===== config.mk =====
export PLATFORM = sky130hd
export DESIGN_NAME = div_unit_flat
export DESIGN_NICKNAME = d
export VERILOG_FILES = /design/src/rtl/cpu_pkg.sv /design/src/rtl/div_unit_if.sv /design/src/rtl/div_unit_step.sv /design/src/rtl/div_unit.sv /design/src/flat_wrapper.sv
export SDC_FILE = /design/constraint.sdc
export NUM_CORES = 1
export LEC_CHECK = 0
export BUFFER_PORTS_ARGS = -buffer_cell sky130_fd_sc_hd__buf_4
export CORE_MARGIN = 2
export CORE_UTILIZATION = 56
export DETAILED_ROUTE_END_ITERATION = 8
export PLACE_DENSITY = 0.86
export SETUP_SLACK_MARGIN = 0.05
export SLEW_MARGIN = 20
export SYNTH_ARGS = -nofsm -noshare
export SYNTH_HDL_FRONTEND = slang
export SYNTH_SLANG_ARGS = --single-unit

===== constraint.sdc =====
create_clock -name clk -period 3.35 [get_ports clk]
set_input_delay 0.1675 -clock clk [delete_from_list [all_inputs] [get_ports clk]]
set_output_delay 0.1675 -clock clk [all_outputs]
set_load 0.005 [all_outputs]

===== src/rtl/cpu_pkg.sv =====
// Shared CPU definitions used by the divider slice: datapath width and divider FSM states.
package cpu_pkg;

    localparam int DIV_WIDTH = 32;

    typedef enum logic [2:0] {
        IDLE,
        SETUP,
        ITER,
        FIX,
        DZ
    } div_state_t;

endpackage : cpu_pkg


===== src/rtl/div_unit_if.sv =====
// Handshake and operand/result bundle between control_unit/datapath and the divider.
interface div_unit_if
    import cpu_pkg::*;
#(
    parameter int WIDTH = DIV_WIDTH
) ();

    logic                    div_start;
    logic signed [WIDTH-1:0] dividend;
    logic signed [WIDTH-1:0] divisor;
    logic        [WIDTH-1:0] hi_out;
    logic        [WIDTH-1:0] lo_out;
    logic                    div_busy;
    logic                    div_done;
    logic                    divzero;

    // master = requester (control unit / datapath), slave = the divider
    modport master (
        output div_start, dividend, divisor,
        input  hi_out, lo_out, div_busy, div_done, divzero
    );

    modport slave (
        input  div_start, dividend, divisor,
        output hi_out, lo_out, div_busy, div_done, divzero
    );

endinterface : div_unit_if


===== src/rtl/div_unit_step.sv =====
// One restoring shift-subtract step: shift the next dividend bit into the remainder, subtract if it fits.
module div_step
    import cpu_pkg::*;
#(
    parameter int WIDTH = DIV_WIDTH
) (
    input  logic [WIDTH-1:0] rem_i,
    input  logic [WIDTH-1:0] q_i,
    input  logic [WIDTH-1:0] d_i,
    output logic [WIDTH-1:0] rem_o,
    output logic [WIDTH-1:0] q_o
);

    logic [WIDTH:0] trial;
    logic           fits;

    // Compare at WIDTH+1 bits so a divisor magnitude of 2^(WIDTH-1) never overflows.
    assign trial = {rem_i, q_i[WIDTH-1]};
    assign fits  = (trial >= {1'b0, d_i});

    always_comb begin
        rem_o = trial[WIDTH-1:0];
        q_o   = {q_i[WIDTH-2:0], 1'b0};
        if (fits) begin
            rem_o = trial[WIDTH-1:0] - d_i;
            q_o   = {q_i[WIDTH-2:0], 1'b1};
        end
    end

endmodule : div_step


===== src/rtl/div_unit.sv =====
// Multicycle signed divider (MIPS div semantics) producing quotient on lo_out and remainder on hi_out.
module div_unit
    import cpu_pkg::*;
#(
    parameter int WIDTH = DIV_WIDTH
) (
    input  logic       clk,
    input  logic       reset,
    div_unit_if.slave  bus
);

    localparam int CW = $clog2(WIDTH) + 1;

    div_state_t              state_q, state_d;
    logic [CW-1:0]           cnt_q, cnt_d;
    logic signed [WIDTH-1:0] a_q, a_d;
    logic signed [WIDTH-1:0] b_q, b_d;
    logic [WIDTH-1:0]        rem_q, rem_d;
    logic [WIDTH-1:0]        quo_q, quo_d;
    logic [WIDTH-1:0]        dvs_q, dvs_d;
    logic                    qsign_q, qsign_d;
    logic                    rsign_q, rsign_d;
    logic [WIDTH-1:0]        hi_q, hi_d;
    logic [WIDTH-1:0]        lo_q, lo_d;
    logic                    done_q, done_d;
    logic                    dz_q, dz_d;
    logic [WIDTH-1:0]        step_rem, step_quo;

    function automatic logic [WIDTH-1:0] cond_neg(input logic [WIDTH-1:0] v, input logic neg);
        return neg ? (WIDTH'(0) - v) : v;
    endfunction

    div_step #(.WIDTH(WIDTH)) u_step (
        .rem_i (rem_q),
        .q_i   (quo_q),
        .d_i   (dvs_q),
        .rem_o (step_rem),
        .q_o   (step_quo)
    );

    always_ff @(posedge clk or negedge reset) begin
        if (!reset) begin
            state_q <= IDLE;
            cnt_q   <= '0;
            a_q     <= '0;
            b_q     <= '0;
            rem_q   <= '0;
            quo_q   <= '0;
            dvs_q   <= '0;
            qsign_q <= 1'b0;
            rsign_q <= 1'b0;
            hi_q    <= '0;
            lo_q    <= '0;
            done_q  <= 1'b0;
            dz_q    <= 1'b0;
        end else begin
            state_q <= state_d;
            cnt_q   <= cnt_d;
            a_q     <= a_d;
            b_q     <= b_d;
            rem_q   <= rem_d;
            quo_q   <= quo_d;
            dvs_q   <= dvs_d;
            qsign_q <= qsign_d;
            rsign_q <= rsign_d;
            hi_q    <= hi_d;
            lo_q    <= lo_d;
            done_q  <= done_d;
            dz_q    <= dz_d;
        end
    end

    always_comb begin
        state_d = state_q;
        cnt_d   = cnt_q;
        a_d     = a_q;
        b_d     = b_q;
        rem_d   = rem_q;
        quo_d   = quo_q;
        dvs_d   = dvs_q;
        qsign_d = qsign_q;
        rsign_d = rsign_q;
        hi_d    = hi_q;
        lo_d    = lo_q;
        done_d  = 1'b0;
        dz_d    = 1'b0;
        unique case (state_q)
            IDLE: begin
                if (bus.div_start) begin
                    if (bus.divisor != '0) begin
                        a_d     = bus.dividend;
                        b_d     = bus.divisor;
                        state_d = SETUP;
                    end else begin
                        state_d = DZ;
                    end
                end
            end
            SETUP: begin
                // Magnitudes as unsigned: |most-negative| becomes 2^(WIDTH-1), which fits.
                quo_d   = cond_neg(a_q, a_q[WIDTH-1]);
                dvs_d   = cond_neg(b_q, b_q[WIDTH-1]);
                rem_d   = '0;
                qsign_d = a_q[WIDTH-1] ^ b_q[WIDTH-1];
                rsign_d = a_q[WIDTH-1];
                cnt_d   = '0;
                state_d = ITER;
            end
            ITER: begin
                rem_d = step_rem;
                quo_d = step_quo;
                cnt_d = cnt_q + 1'b1;
                if (cnt_q == CW'(WIDTH - 1)) begin
                    state_d = FIX;
                end
            end
            FIX: begin
                lo_d    = cond_neg(quo_q, qsign_q);
                hi_d    = cond_neg(rem_q, rsign_q);
                done_d  = 1'b1;
                state_d = IDLE;
            end
            DZ: begin
                dz_d    = 1'b1;
                state_d = IDLE;
            end
            default: state_d = IDLE;
        endcase
    end

    assign bus.hi_out   = hi_q;
    assign bus.lo_out   = lo_q;
    assign bus.div_done = done_q;
    assign bus.divzero  = dz_q;
    assign bus.div_busy = (state_q == SETUP) || (state_q == ITER) || (state_q == FIX);

endmodule : div_unit


===== src/flat_wrapper.sv =====
// flat-port wrapper written by rule: the top's interface ports become plain ports
module div_unit_flat import cpu_pkg::*;
#(
    parameter int WIDTH = DIV_WIDTH
)
  (clk, reset, bus_div_start, bus_dividend, bus_divisor, bus_hi_out, bus_lo_out, bus_div_busy, bus_div_done, bus_divzero);
  div_unit_if #(.WIDTH(WIDTH)) bus_i ();
  input  logic clk;
  input  logic reset;
  input wire logic [$bits(bus_i.div_start)-1:0] bus_div_start;
  input wire logic [$bits(bus_i.dividend)-1:0] bus_dividend;
  input wire logic [$bits(bus_i.divisor)-1:0] bus_divisor;
  output wire logic [$bits(bus_i.hi_out)-1:0] bus_hi_out;
  output wire logic [$bits(bus_i.lo_out)-1:0] bus_lo_out;
  output wire logic [$bits(bus_i.div_busy)-1:0] bus_div_busy;
  output wire logic [$bits(bus_i.div_done)-1:0] bus_div_done;
  output wire logic [$bits(bus_i.divzero)-1:0] bus_divzero;
  assign bus_i.div_start = bus_div_start;
  assign bus_i.dividend = bus_dividend;
  assign bus_i.divisor = bus_divisor;
  assign bus_hi_out = bus_i.hi_out;
  assign bus_lo_out = bus_i.lo_out;
  assign bus_div_busy = bus_i.div_busy;
  assign bus_div_done = bus_i.div_done;
  assign bus_divzero = bus_i.divzero;
  div_unit #(.WIDTH(WIDTH)) u_core (.clk(clk), .reset(reset), .bus(bus_i));
endmodule

# Word-level counts from Yosys, hierarchy flattened
# Index checks and enable logic that the tools add are counted.
# totals
ff_bits,237
out_inout_bits,67
elab_cells,50
# op_classes
add_sub_neg,6
order_cmp,1
n_eq_ne,7
muxes,15
bitwise_logic,1
reduce_logical,7
# op_table
operator,count
32-bit 2-to-1 mux,5
32-bit case mux with 2 select lines,2
1-bit by 32-bit subtractor with 32-bit output (first input constant),4
33-bit by 32-bit >= comparator with 1-bit output,1
32-bit nonzero test,1
32-bit subtractor,1
6-bit case mux with 2 select lines,1
3-bit 2-to-1 mux,3
3-bit case mux with 3 select lines,1
6-bit by 1-bit adder with 6-bit output (second input constant),1
3-bit by 2-bit equality test with 1-bit output (second input constant),2
6-bit by 5-bit equality test with 1-bit output (second input constant),1
3-bit by 1-bit equality test with 1-bit output (second input constant),1
3-bit equality test (second input constant),1
3-bit zero test,1
1-bit 2-to-1 mux,3
3-bit AND reduction,1
1-bit logical OR,2
2-bit by 1-bit inequality test with 1-bit output (second input constant),1
2-bit inequality test (second input constant),1
2-bit AND reduction,1
2-bit nonzero test,1
1-bit bitwise XOR,1

# Longest topological paths before layout
# Gate-level depths: netlist (run 1).
# depth
word_depth,4
ltp_mapped,13
depth_no_buf,13

# Modules after synthesis
# From an unflattened synthesis (run 1), not the netlist that was laid out.
# unflattened
cells_unflattened,1451
hier_area_um2,13879.6
# by_module_without_submodules
module,n_inst,cells_per_inst,area_per_inst_um2,seq_area_each_um2
div_unit,1,1109,11421.0,5930.7
div_step,1,342,2458.6,0.0

# Worst setup path before layout (run 1)
# No wires, ideal clock.
# synth_path
path_kind,register -> register
from,register u_core.a_q[10]
to,register u_core.quo_q[29]
setup_ps,129
arrival_time_ps,2940
t_required_ps,3221
setup_slack_ps,281
stages_incl_launch_ff,9
path_buffers,0
cell_sequence,dfrtp_1 -> or4_4 -> or3_1 -> or3_4 -> or4_4 -> or3_4 -> o41ai_4 -> xor2_1 -> o21ai_1
# synth_between
elab_chain_cells,3
# synth_rtl
item,line,text
from (decl),div_unit.sv:16,"logic signed [WIDTH-1:0] a_q, a_d;"
from (signal assigned),div_unit.sv:45,a_q <= '0;
from (signal assigned),div_unit.sv:59,a_q <= a_d;
1-bit by 32-bit subtractor with 32-bit output,div_unit.sv:30,return neg ? (WIDTH'(0) - v) : v;
32-bit 2-to-1 mux,div_unit.sv:30,
32-bit case mux with 2 select lines,div_unit.sv:87,unique case (state_q)
to (signal assigned),div_unit.sv:62,quo_q <= quo_d;
to (decl),div_unit.sv:19,"logic [WIDTH-1:0] quo_q, quo_d;"
# No other way between the ends.
# A chain may end at the register's enable or synchronous reset.

# Worst setup path in the final report (run 1)
# layout_path
from,register u_core.a_q[4]
to,register u_core.quo_q[26]
# The elaborated chain is that of the path after synthesis.

==> impl_metrics.ini, run 1 <==
[outcome]
run_status = completed

[synth]
syn_area_um2 = 13200
synth_flop_cell = dfrtp_1
yosysSeqAreaShare_pct = 44.8
syn_nets = 1491
synth_mux_area_share_pct = 6.35
async_reset_ff_share_pct = 100
synthSimpleGateAreaFrac_pct = 12.7
synth-seq-cells = 237
synth_compound_area_share_pct = 19.3
postSynthAreaPerCell_um2 = 9.55
syn_inst = 1386
yosysWarningCount = 0
synth_top_family_by_area = compound AO/OA/AOI/OAI gates
synth_edf_count = 0
synthAdderAreaFrac_pct = 3.65
synth_xor_area_share_pct = 9.59
synth_cell_types = 61

[global_route]
grt_pass1_wl_mm = 55.2
overflow = 0
grt_usage_pct = 27.7
grt_pass1_vias = 10596
grt_max_degree = 130
antenna_found_initial = 1

[placement]
dp_hpwl_mm = 23.4
port_buffers = 133
gp_congestion = 0.934

[route]
wl_per_cell_um = 18.3
drtAntennaViolNets = 0
via_per_inst = 5.93
dr.pass1.iters = 6
dr.first_iter.drc_count = 1098
wl_mm = 35.0
num_vias = 11302
drc = 0

[power]
power_density_nw_per_um2 = 1120
switching_share_pct = 43.5
combPwrFrac_pct = 50.8
irDropWorstVdd_mv = 0.551
seqPwrFrac_pct = 31.9
p_leak_nw = 7.35
p_int_w = 0.0103
p_sw_w = 0.00797
clockPowerShare_pct = 17.3

[worst_setup_path]
critPathLaunchType = flip-flop
cp-end-kind = flip-flop
path_max_fanout = 5
cp.arrival_ps = 3640
crit_type = reg -> reg
cp-startpoint = u_core.a_q[4]
crit_required_ps = 3730
rr_startpoint = u_core.a_q[4]

[floorplan]
design.die.area_um2 = 24900
dieHeight_um = 158
fp.coreArea_um2 = 23300
ios = 134
die_width_um = 158
row_count = 56
start_util_pct = 56.7

[sta]
period_share_pct = 97.3
setup_viol = 0
report.final.slew_viol_count = 0
hold_viol = 0
min_period_ps = 3260
fmax_mhz = 307
fin_hold_ws_ps = 123
tightest_slew_ps = 1160
skew_ps = 10.7
rsz0062_at_grt = true
relSlewSlack_pct = 22.4

[clock_tree]
cts_sinks = 237
root_buffer = clkbuf_16
numCtsBuffers = 27
h-tree-depth = 1
path_clk_slew_ps = 60
cts_tree = built
clk_latency_ps = 540
clockBufferDepth = 3

[finish]
mostFrequentLayoutCells = dfrtp_1, o21ai_0, nand2_1
final_layout_size_suffix_gt1_share_pct = 19.4
area_growth_pct = 23.9
fin_nets = 1672
post-route-util_pct = 70.3
final_common_cell = dfrtp_1

[hold_path]
hold_class = in -> reg
hold_start = bus_div_start

[flow_run]
maxCapViolCount = 0
==> kinds of logic after synthesis <==
group	Yosys count
compound gates	414
simple gates	349
flops	237
xor+xnor	145
buf+inv	127
mux	76
fa+ha+maj	38
==> routing by layer <==
| layer | vias up | track usage, % | wire length (µm) |
|---|---|---|---|
| li1 | 5356 | - | - |
| met1 | 5391 | 41.5 | 15800 |
| met2 | 487 | 42.7 | 15900 |
| met3 | 68 | 4.00 | 2570 |
| met4 | 0 | 6.36 | 623 |
| met5 | - | 0 | 0 |
==> cells in the mapped netlist, types with 4 or more instances <==
cell        n  area, µm²
or4_1      20        150
nand3b_1    4       30.0
o21ai_0   214       1070
a21oi_1    38        190
o211ai_1    4       30.0
nand2_1   178        668
xnor2_1    28        245
a31oi_1     7       43.8
nor2b_1     5       31.3
or3_1      20        125
nor4_1     14       87.6
nand3_1    15       75.1
o41ai_1    15        131
a211oi_1    6       45.0
buf_1       5       18.8
ha_1       37        463
nor2_1     39        146
dfrtp_1   237       5930
mux2_2     64        721
o21bai_1    6       45.0
nand2b_1    7       43.8
xor2_1    117       1020
a32oi_1    11       96.3
o31ai_1    35        263
a22o_1      6       52.6
mux2i_1    12        120
nor3_1     11       55.1
nand4_1    13       81.3
a22oi_1    30        225
inv_1      49        184
clkbuf_1   73        274
a21o_1     15        113
and2_1      5       31.3
==> worst max-delay path, cell delays in order (launching register included) <==
cell and delay (ps):
dfrtp_1 400, or4_4 580, nor3_4 210, nand2_1 150, or3_1 410, or4_4 460
or3_4 380, o41ai_4 240, xor2_1 170, o21ai_0 90
==> metrics by stage <==
step	total power [W]	instances	area [µm²]	setup WS (ps)	TNS, ps
detailed placement	0.0147	1789	14700	9.84	0
finish	0.0183	1905	16400	90.7	0
global placement	0.0143	1789	14700	55.9	0
CTS	0.0180	1901	16300	62.5	0
global route	0.0196	1905	16400	-26.9	-26.9
floorplan	0.0117	1386	13200	281	0
==> worst paths after layout <==
check,cells past startpoint,to,slack [ps]
max,9,u_core.quo_q[26],90
min,4,u_core.state_q[0],120
max reg2reg,9,u_core.quo_q[26],90
min reg2reg,2,u_core.dvs_q[23],480
max in group asynchronous,3,u_core.bus.lo_out[31],2220
min in group asynchronous,2,u_core.b_q[20],250
==> layout make-up <==
| type | instances | area, µm² |
|---|---|---|
| Clock buffer | 37 | 783 |
| Clock inverter | 10 | 181 |
| Timing Repair Buffer | 230 | 1960 |
| Tap cell | 319 | 399 |
| Multi-Input combinational cell | 1022 | 6960 |
| Sequential cell | 237 | 5930 |
| Antenna cell | 1 | 2.50 |
| Fill cell | 1671 | 6930 |
| Inverter | 49 | 184 |
==> power by group through the flow <==
| stage | registers (W) | clock network, W | logic [W] |
|---|---|---|---|
| final | 0.00585 | 0.00317 | 0.00930 |
| after global routing | 0.00602 | 0.00331 | 0.0103 |
| after detailed placement | 0.00575 | 0 | 0.00891 |
| after global placement | 0.00563 | 0 | 0.00864 |
| after CTS | 0.00573 | 0.00320 | 0.00907 |
| after floorplan | 0.00522 | 0 | 0.00648 |
==> what timing repair did <==
item,CTS,global route
endpoints found under the hold margin,168,0
setup buffers,0,3
pin swaps,0,6
endpoints found under the setup margin,2,24
gates resized for setup,1,21
hold buffers,65,0
==> registers in the layout (all words and copies together) (netlist names) <==
register,count
u_core.a_q,32
u_core.b_q,32
u_core.bus.hi_out,32
u_core.bus.lo_out,32
u_core.dvs_q,32
u_core.quo_q,32
u_core.rem_q,32
u_core.cnt_q,6
u_core.state_q,3
u_core.bus.div_done,1
u_core.bus.divzero,1
u_core.qsign_q,1
u_core.rsign_q,1
Note: power is estimated with default switching activity, not from simulation.
==> run 2: changes to the inputs <==
Settings changed: CORE_MARGIN 2 to 5, RECOVER_POWER set to 50.
==> impl_metrics.ini, run 2 (synthesis gave the netlist of run 1 again) <==
[placement]
gp_congestion = 0.885
place_ws_ps = 66.4
dp_hpwl_mm = 23.8
dp.cells = 1785
port_buffers = 133

[floorplan]
design.die.area_um2 = 26800
fp.coreArea_um2 = 23400
die_width_um = 164
ios = 134
start_util_pct = 56.6
row_count = 56
dieHeight_um = 164

[worst_setup_path]
slowest_stage = or4_4
cp_slowest_stage_delay_ps = 580
rrSetupSlack_ps = 140
cp.arrival_ps = 3580
r2r_end = u_core.quo_q[29]
cp_num_buf_inv = 0
path_max_fanout = 5
crit_family = simple AND/OR/NAND/NOR gates
cp-end-kind = flip-flop
crit_type = reg -> reg
rr_startpoint = u_core.a_q[4]
crit_chain = or4_4 -> nor3_4 -> nand3_2 -> or3_4 -> or4_4 -> or3_4 -> o41ai_4 -> xor2_1 -> o21ai_1
crit_required_ps = 3720
critPathLaunchType = flip-flop
rr_worst_depth = 9

[route]
wl_per_cell_um = 18.3
via_per_inst = 5.93
dr.pass1.iters = 7
drc = 0
wl_mm = 34.8
drtAntennaViolNets = 0
dr.first_iter.drc_count = 1030
num_vias = 11297

[power]
irDropWorstVdd_mv = 0.674
power_density_nw_per_um2 = 1100
power_w = 0.0180
p_leak_nw = 7.25

[flow_run]
maxCapViolCount = 1

[clock_tree]
clockBufferDepth = 3
h-tree-depth = 1
numCtsBuffers = 26
root_buffer = clkbuf_16
cts_sinks = 237
path_clk_slew_ps = 60
cts_tree = built
clk_latency_ps = 530

[finish]
area_growth_pct = 23.0
nFillCells = 1690
stdcell_count = 1905
mostFrequentLayoutCells = dfrtp_1, o21ai_0, nand2_1
fin_nets = 1671
final_layout_size_suffix_gt1_share_pct = 18.5
final_common_cell = dfrtp_1

[hold_path]
hold_depth = 3
min_to = u_core.state_q[2]
hold_start = bus_div_start
hold_class = in -> reg

[sta]
period_share_pct = 95.8
setup_viol = 0
relSlewSlack_pct = -31.1
skew_ps = 19.8
hold_viol = 0
fmax_mhz = 312
report.final.slew_viol_count = 79
min_period_ps = 3210
layout_setup_ws_ps = 141
fin_tns_setup_ps = 0
tightest_slew_ps = 1970
rsz0062_at_grt = true

[global_route]
grt_pass1_wl_mm = 56.0
grt_pass1_vias = 10667
overflow = 0
antenna_found_initial = 1
grt_usage_pct = 25.5
grt_max_degree = 98

[outcome]
violations = capacitance limit, slew limit
run_status = finished, violations left
-- run 2: cell types whose count changed in the layout (fill, tap and decap cells not counted), sizes merged --
cell / delta
buf: -68
bufinv: -2
clkbuf: +70
clkinvlp: +1
inv: -1
-- run 2: worst reg2reg max path, delay by kind of cell (launching register included) --
| family | cells | cell delay [ps] |
|---|---|---|
| flip-flops | 1 | 390 |
| AO/OA/AOI/OAI | 2 | 380 |
| AND/OR/NAND/NOR | 6 | 2110 |
| XOR/XNOR | 1 | 180 |
-- run 2: report_power, final --
part | switching, W | internal, W
clock | 0.00114 | 0.00180
sequential | 0.00165 | 0.00417
combinational | 0.00509 | 0.00413
-- run 2: how the worst max path moves through the flow --
| stage | slack (ps) | endpoint | depth (start not counted) | from |
|---|---|---|---|---|
| global route | 9 | u_core.bus.hi_out[21] | 7 | u_core.rem_q[4] |
| detailed placement | 70 | u_core.quo_q[25] | 9 | u_core.a_q[4] |
| finish | 140 | u_core.quo_q[29] | 9 | u_core.a_q[4] |
| global placement | 190 | u_core.quo_q[29] | 9 | u_core.a_q[4] |
| floorplan | 280 | u_core.quo_q[29] | 8 | u_core.a_q[10] |
| CTS | 70 | u_core.quo_q[29] | 9 | u_core.a_q[4] |
-- run 2: layout make-up --
class	count	area (µm²)	area share, %
diodes	1	2.50	0.0154
clock buffers	39	761	4.67
clock inverters	8	124	0.761
inverters	49	184	1.13
multi-input cells	1022	6950	42.7
flip-flops and latches	237	5930	36.4
well taps	319	399	2.45
repair buffers	230	1940	11.9
-- run 2: metrics by stage --
| step | area [µm²] | utilization [%] | hold WS [ps] |
|---|---|---|---|
| CTS | 16200 | 69.2 | 110 |
| floorplan | 13200 | - | -128 |
| global placement | 14700 | 62.7 | 184 |
| finish | 16300 | 69.6 | 125 |
| detailed placement | 14700 | 62.7 | 191 |
| global route | 16300 | 69.6 | 128 |
-- run 2: timing repair --
item | in CTS | in global routing
buffers inserted | 0 | 7
resized for setup | 0 | 20
hold buffers | 65 | 0
setup endpoints to repair | 0 | 24
hold endpoints to repair | 141 | 0
-- run 2: layer usage --
metal  vias to the layer above  global-route usage [%]  part of all wire, %
met5                         -                       0                    0
met4                         0                    6.37                  2.0
met3                        58                    3.74                  7.7
met2                       483                    39.7                   45
met1                      5408                    38.0                   45
li1                       5348                       -                    -
==> run 3: changes to the inputs <==
Settings changed: HOLD_SLACK_MARGIN set to 0.15.
==> impl_metrics.ini, run 3 (synthesis gave the netlist of run 1 again) <==
[sta]
period_share_pct = 96.3
fmax_mhz = 310
report.final.slew_viol_count = 79
hold_viol = 0
skew_ps = 17.4
setup_viol = 0
layout_setup_ws_ps = 123
relSlewSlack_pct = -31.8
rsz0062_at_grt = true
min_period_ps = 3230
tightest_slew_ps = 1980
fin_tns_setup_ps = 0

[global_route]
grt_max_degree = 98
antenna_found_initial = 1
grt_pass1_vias = 10672
grt_pass1_wl_mm = 56.0
overflow = 0
grt_usage_pct = 25.5

[power]
irDropWorstVdd_mv = 0.673
p_int_w = 0.0101
power_density_nw_per_um2 = 1100
seqPwrFrac_pct = 32.4
combPwrFrac_pct = 51.3
switching_share_pct = 43.9
p_leak_nw = 7.25
p_sw_w = 0.00790
clockPowerShare_pct = 16.4

[floorplan]
row_count = 56
die_width_um = 164
dieHeight_um = 164
ios = 134
design.die.area_um2 = 26800
start_util_pct = 56.6
fp.coreArea_um2 = 23400

[clock_tree]
clockBufferDepth = 3
root_buffer = clkbuf_16
numCtsBuffers = 26
path_clk_slew_ps = 60
clk_latency_ps = 530
h-tree-depth = 1
cts_tree = built
cts_sinks = 237

[placement]
port_buffers = 133
gp_congestion = 0.885
place_ws_ps = 66.4
dp_hpwl_mm = 23.8

[route]
dr.first_iter.drc_count = 991
dr.pass1.iters = 6
wl_per_cell_um = 18.3
drtAntennaViolNets = 0
wl_mm = 34.8
drc = 0
via_per_inst = 5.95
num_vias = 11344

[finish]
fin_nets = 1672
nFillCells = 1689
area_growth_pct = 23.1
final_layout_size_suffix_gt1_share_pct = 18.5
mostFrequentLayoutCells = dfrtp_1, o21ai_0, nand2_1
regArea_um2 = 5930
multi_input_area_um2 = 6950
final_common_cell = dfrtp_1
post-route-util_pct = 69.6

[worst_setup_path]
cp-end-kind = flip-flop
crit_required_ps = 3720
crit_end = u_core.quo_q[29]
rrSetupSlack_ps = 120
path_max_fanout = 5
cp-startpoint = u_core.a_q[4]
r2r_end = u_core.quo_q[29]
critPathLaunchType = flip-flop
rr_startpoint = u_core.a_q[4]
crit_type = reg -> reg
rr_worst_depth = 9
cp.arrival_ps = 3600

[outcome]
violations = capacitance limit, slew limit
run_status = finished, violations left

[hold_path]
hold_class = in -> reg

[flow_run]
maxCapViolCount = 1
-- run 3: cell types whose count changed in the layout (fill, tap and decap cells not counted) --
cell	before	now
dlygate4sd3_1	65	66
-- run 3: how the worst min path moves through the flow --
stage	endpoint	slack [ps]	from	depth (start not counted)
CTS	u_core.b_q[26]	220	reset	2
global placement	u_core.b_q[22]	180	reset	1
detailed placement	u_core.b_q[23]	190	reset	1
global route	u_core.a_q[31]	410	bus_dividend[31]	3
floorplan	u_core.a_q[0]	-130	reset	0
finish	u_core.a_q[0]	410	bus_dividend[0]	3
-- run 3: repair_timing --
item	in CTS	in global routing
endpoints found under the hold margin	176	0
hold buffers	66	0
buffers inserted	0	7
resized for setup	0	20
setup endpoints to repair	0	24
-- run 3: stage by stage --
step	hold WS [ps]	power [W]	cell area (µm²)	instances
2_1_floorplan	-128	0.0117	13200	1386
3_3_place_gp	184	0.0143	14700	1785
3_5_place_dp	191	0.0147	14700	1785
4_1_cts	224	0.0178	16200	1898
5_1_grt	414	0.0193	16300	1906
6_report	414	0.0180	16300	1906
-- run 3: routing by layer --
metal	vias up	routed length (µm)	global-route usage, %
li1	5363	-	-
met1	5469	15700	38.1
met2	456	15900	39.7
met3	56	2570	3.74
met4	0	646	6.37
met5	-	0	0
-- run 3: worst max-delay path: stages (launching register included) --
cell     delay, ps
dfrtp_1        390
or4_4          580
nor3_4         150
nand3_2        130
or3_4          400
or4_4          460
or3_4          390
o41ai_4        310
xor2_1         190
o21ai_1         80
-- run 3: layout make-up --
cell class / count / share of cell area (%)
diodes: 1 / 0.0154
clock buffers: 39 / 4.67
clock inverters: 8 / 0.760
inverters: 49 / 1.13
multi-input cells: 1022 / 42.6
flip-flops and latches: 237 / 36.4
well taps: 319 / 2.45
repair buffers: 231 / 11.9
-- run 3: power groups by stage --
stage | clock network, W | logic (W) | registers [W]
floorplan | 0 | 0.00648 | 0.00522
global placement | 0 | 0.00865 | 0.00565
detailed placement | 0 | 0.00889 | 0.00576
CTS | 0.00296 | 0.00905 | 0.00574
global route | 0.00311 | 0.0102 | 0.00601
finish | 0.00294 | 0.00923 | 0.00583
